--- src/rtl/imem_arbiter.sv ---
// imem_arbiter: single-port instruction RAM arbiter between CPU fetch and a
// host loader, with a host lock/flush sequence for rewriting program memory.
// Ports: clk/rst (async, active-high); fetch_* read port with gnt/rvalid/rdata;
// host_* read/write port with gnt/rvalid/rdata; host_lock holds the CPU;
// cpu_stall/cpu_flush control the CPU pipeline; ram_* drive the 1-cycle RAM.
// Optional stat_conflicts/stat_host_words under `define IMEM_ARB_STATS_EN.
module imem_arbiter #(
  parameter int ADDR_W         = 12,
  parameter int DATA_W         = 32,
  parameter int MAX_HOST_BURST = 8
) (
  input  logic              clk,
  input  logic              rst,
  input  logic              fetch_req,
  input  logic [ADDR_W-1:0] fetch_addr,
  output logic              fetch_gnt,
  output logic              fetch_rvalid,
  output logic [DATA_W-1:0] fetch_rdata,
  input  logic              host_req,
  input  logic              host_we,
  input  logic [ADDR_W-1:0] host_addr,
  input  logic [DATA_W-1:0] host_wdata,
  output logic              host_gnt,
  output logic              host_rvalid,
  output logic [DATA_W-1:0] host_rdata,
  input  logic              host_lock,
  output logic              cpu_stall,
  output logic              cpu_flush,
  output logic              ram_en,
  output logic              ram_we,
  output logic [ADDR_W-1:0] ram_addr,
  output logic [DATA_W-1:0] ram_wdata,
  input  logic [DATA_W-1:0] ram_rdata
`ifdef IMEM_ARB_STATS_EN
  ,
  output logic [15:0]       stat_conflicts,
  output logic [15:0]       stat_host_words
`endif
);

  typedef enum logic [1:0] {RUN, LOCK, FLUSH} state_e;

  state_e     state_q, state_d;
  logic [7:0] burst_cnt_q, burst_cnt_d;
  logic [1:0] owner_q, owner_d;

  logic fetch_elig;
  logic host_elig;

  // Fetch is masked by host_lock directly so the first lock cycle already
  // blocks the CPU, before the FSM has reached LOCK.
  always_comb begin
    fetch_elig = fetch_req & (state_q == RUN) & ~host_lock;
    host_elig  = host_req & (state_q != FLUSH);
    host_gnt   = host_elig &
                 (~fetch_elig | (burst_cnt_q < 8'(MAX_HOST_BURST)));
    fetch_gnt  = fetch_elig & ~host_gnt;
  end

  always_comb begin
    ram_en    = fetch_gnt | host_gnt;
    ram_we    = host_gnt & host_we;
    ram_addr  = '0;
    ram_wdata = '0;
    if (fetch_gnt) ram_addr = fetch_addr;
    if (host_gnt)  ram_addr = host_addr;
    if (ram_we)    ram_wdata = host_wdata;
  end

  always_comb begin
    state_d = state_q;
    unique case (state_q)
      RUN:     if (host_lock)  state_d = LOCK;
      LOCK:    if (!host_lock) state_d = FLUSH;
      FLUSH:   state_d = RUN;
      default: state_d = RUN;
    endcase
  end

  // Burst count tracks host wins that starved a waiting fetch.
  always_comb begin
    burst_cnt_d = burst_cnt_q;
    if (state_q != RUN || !fetch_req || fetch_gnt)
      burst_cnt_d = '0;
    else if (host_gnt)
      burst_cnt_d = burst_cnt_q + 8'd1;
  end

  always_comb begin
    owner_d = {fetch_gnt, host_gnt & ~host_we};
  end

  always_ff @(posedge clk or posedge rst) begin
    if (rst) begin
      state_q     <= RUN;
      burst_cnt_q <= '0;
      owner_q     <= '0;
    end else begin
      state_q     <= state_d;
      burst_cnt_q <= burst_cnt_d;
      owner_q     <= owner_d;
    end
  end

  always_comb begin
    fetch_rvalid = owner_q[1];
    host_rvalid  = owner_q[0];
    fetch_rdata  = owner_q[1] ? ram_rdata : '0;
    host_rdata   = owner_q[0] ? ram_rdata : '0;
    cpu_stall    = (fetch_req & ~fetch_gnt) | (state_q != RUN) | host_lock;
    cpu_flush    = (state_q == FLUSH);
  end

`ifdef IMEM_ARB_STATS_EN
  logic [15:0] stat_conflicts_q, stat_conflicts_d;
  logic [15:0] stat_host_words_q, stat_host_words_d;

  always_comb begin
    stat_conflicts_d  = stat_conflicts_q;
    stat_host_words_d = stat_host_words_q;
    if (fetch_elig && host_elig && stat_conflicts_q != 16'hFFFF)
      stat_conflicts_d = stat_conflicts_q + 16'd1;
    if (ram_we && stat_host_words_q != 16'hFFFF)
      stat_host_words_d = stat_host_words_q + 16'd1;
  end

  always_ff @(posedge clk or posedge rst) begin
    if (rst) begin
      stat_conflicts_q  <= '0;
      stat_host_words_q <= '0;
    end else begin
      stat_conflicts_q  <= stat_conflicts_d;
      stat_host_words_q <= stat_host_words_d;
    end
  end

  assign stat_conflicts  = stat_conflicts_q;
  assign stat_host_words = stat_host_words_q;
`endif

endmodule

--- config.mk ---
export PLATFORM = sky130hd
export DESIGN_NAME = imem_arbiter
export DESIGN_NICKNAME = d
export VERILOG_FILES = /design/src/rtl/imem_arbiter.sv
export SDC_FILE = /design/constraint.sdc
export NUM_CORES = 1
export LEC_CHECK = 0
export CAP_MARGIN = 20
export CORE_AREA = 2 2 81 83
export DETAILED_ROUTE_END_ITERATION = 10
export DIE_AREA = 0 0 83 85
export PLACE_DENSITY = 0.8
export SYNTH_ARGS = -nofsm -noshare
export SYNTH_HDL_FRONTEND = slang
export SYNTH_SLANG_ARGS = --single-unit
export TNS_END_PERCENT = 10
--- constraint.sdc ---
create_clock -name clk -period 2.8 [get_ports clk]
set_input_delay 0.28 -clock clk [delete_from_list [all_inputs] [get_ports clk]]
set_output_delay 0.28 -clock clk [all_outputs]
set_load 0.05 [all_outputs]
==> results.json <==
{
  "status": "complete, no violations",
  "final_nets": 490,
  "vias_per_cell": 4.58,
  "die_h_um": 85,
  "drc": 0,
  "slowest_stage": "or4b_1",
  "cts_root_buffer": "clkbuf_8",
  "whs_ps": 329,
  "fmax_mhz": 371,
  "syn_inst": 188,
  "multi_input_area_um2": 1040,
  "required_ps": 2520,
  "port_buffers": 209,
  "grt_use_total_pct": 18.5,
  "rsz0062_at_grt": "false",
  "timing.slew.headroom_pct": 50.9,
  "die-width_um": 83,
  "avgSynthCellArea_um2": 7.64,
  "ys_types": 33,
  "rows": 29,
  "dp_hpwl_um": 5970,
  "syn_area_um2": 1440,
  "post-route-period-util_pct": 96.2,
  "p_leak_nw": 1.77,
  "finClkSkew_ps": 3.82,
  "start_kind": "flip-flop",
  "critPathMaxFanout": 26,
  "clock_power_share_pct": 15.0,
  "report.final.setup_viol": 0,
  "post_drt_wl_per_cell_um": 14.5,
  "finalWorstPathRequiredPeriod_ps": 2690,
  "n_antenna_cell": 0,
  "hold_path_class": "input pin to async pin",
  "initial_core_util_pct": 23.1,
  "fillers": 478,
  "htree_num_levels": 1,
  "dieArea_um2": 7060,
  "path_class": "flip-flop to output pin",
  "arrival_ps": 2410,
  "io_pins": 210,
  "rrSetupSlack_ps": 600,
  "internal-power_w": 0.000726,
  "ys_ff_latch": 12,
  "fp.coreArea_um2": 6200,
  "hold_viol": 0,
  "cts_tree": "done",
  "clk_pin_slew_worst_paths_ps": 50,
  "drive_above_1_share_pct": 17.0,
  "fin_setup_tns_ps": 0,
  "cp_cell_sequence": "or4b_1 > or4_4 > nand2_4 > buf_12 > and3_1 > buf_12",
  "p_sw_w": 0.000544,
  "numCtsBuffers": 3,
  "seqPwrFrac_pct": 14.5,
  "layout_commonest_cell": "clkdlybuf4s50_1",
  "grt_pass1_wl_um": 10600,
  "critPathCaptureType": "output pin",
  "worst_path_most_repeated_cell": "buf_12",
  "swShare_pct": 42.8,
  "wirelength_um": 6810,
  "gr-total-overflow": 0,
  "synth-seq-area-share_pct": 20.9,
  "peakVddDrop_mv": 0.207,
  "clock_latency_ps": 250,
  "cts.sinks": 12,
  "synth_warnings": 0,
  "cts_buffer_depth": 2,
  "most-common-layout-cells": "clkdlybuf4s50_1, and2_1, buf_12, and3_1",
  "dr.pass1.iters": 6,
  "gp_congestion": 0.798,
  "drtIter0Drc": 31,
  "p_per_area_nw_per_um2": 306,
  "syn_to_final_growth_pct": 189,
  "worstMarginPinSlew_ps": 733,
  "slew_violations": 0,
  "antenna_found_initial": 0,
  "cpPeakStageDelay_ps": 560,
  "syn_nets": 283,
  "drv_cap": 0,
  "pwr-share-comb_pct": 70.5,
  "detail-route-antenna-nets": 0,
  "seq_area_um2": 300,
  "grt_start_max_net_pins": 34,
  "via_count": 2155,
  "first_global_vias": 2195
}
## cell type report
| cell class | instances | share of cell area [%] |
|---|---|---|
| Clock buffer | 4 | 1.33 |
| Inverter | 2 | 0.181 |
| Multi-Input combinational cell | 158 | 25.0 |
| Sequential cell | 12 | 7.24 |
| Tap cell | 77 | 2.32 |
| Timing Repair Buffer | 218 | 63.9 |
## final timing paths
check,from,end,depth (start not counted)
max,burst_cnt_q[3]$_DFFE_PP0P_,ram_wdata[13],6
min,rst,burst_cnt_q[7]$_DFFE_PP0P_,2
max reg2reg,burst_cnt_q[3]$_DFFE_PP0P_,burst_cnt_q[7]$_DFFE_PP0P_,6
min reg2reg,burst_cnt_q[7]$_DFFE_PP0P_,burst_cnt_q[7]$_DFFE_PP0P_,3
max in group asynchronous,rst,burst_cnt_q[0]$_DFFE_PP0P_,2
min in group clk,burst_cnt_q[7]$_DFFE_PP0P_,burst_cnt_q[7]$_DFFE_PP0P_,3
## routing by layer
metal	wire length, µm	global-route usage (%)
met1	2310	18.2
met5	0	0
met2	3600	35.8
met3	741	7.30
met4	167	5.51
## worst max-delay path: cells and delay by family (launching register included)
family / cells / cell delay [ps]
buffers and inverters: 2 / 320
AND/OR/NAND/NOR: 4 / 1430
flip-flops: 1 / 420
## power groups by stage
| stage | Clock [W] | Combinational [W] | Sequential, W |
|---|---|---|---|
| finish | 0.000190 | 0.000895 | 0.000184 |
| global route | 0.000202 | 0.000932 | 0.000185 |
| CTS | 0.000191 | 0.000901 | 0.000184 |
| detailed placement | 0 | 0.000900 | 0.000187 |
| global placement | 0 | 0.000893 | 0.000187 |
| floorplan | 0 | 0.000439 | 0.000193 |
## sequential cells by signal, summed over array words and instances (netlist names)
name,flops
burst_cnt_q,8
owner_q,2
state_q,2
## synth_stat cells (all sizes together)
cell    instances  area [µm²]
a2111o          1        11.3
a21boi          1        7.51
a21o            1        7.51
a21oi           7        42.5
a22o           12         105
a22oi           1        7.51
and2           66         413
and3           33         206
and4            1        8.76
buf             6        63.8
clkbuf         10        37.5
dfrtp          12         300
ha              1        12.5
inv             2        7.51
nand2           3        21.3
nand2b          1        6.26
nand3           5        25.0
nor2           10        37.5
nor2b           3        18.8
nor3            1        5.00
nor3b           1        7.51
nor4            1        6.26
o211ai          1        7.51
or4             1        7.51
or4b            1        10.0
xnor2           6        52.6
## through the flow
step                cell area, µm²  power, W  utilization (%)  std cells  setup WS (ps)
floorplan                     1440  0.000631                -        188            138
global placement              4090   0.00108             65.9        467           88.3
CTS                           4150   0.00128             66.8        471           74.3
global route                  4150   0.00132             66.9        471           16.0
finish                        4150   0.00127             66.9        471            107
detailed placement            4090   0.00109             65.9        467           84.2
## kinds of logic (layout without fill, tap and decap cells)
group                      count (synthesis)  after routing  share of synthesized area [%]
and+or+nand+nor                          127            127                           53.8
adders and majority gates                  1              1                          0.871
xor gates and xnor gates                   6              6                           3.66
buffers and inverters                     18            224                           7.58
DFF                                       12             12                           20.9
AOI/OAI and AO/OA                         24             24                           13.2
## what timing repair did
action | 4_1_cts | 5_1_grt
hold buffers | 0 | 0
buffers inserted | 0 | 0
endpoints found under the setup margin | 0 | 19
resized for setup | 0 | 1
(Power assumes the default switching activity.)
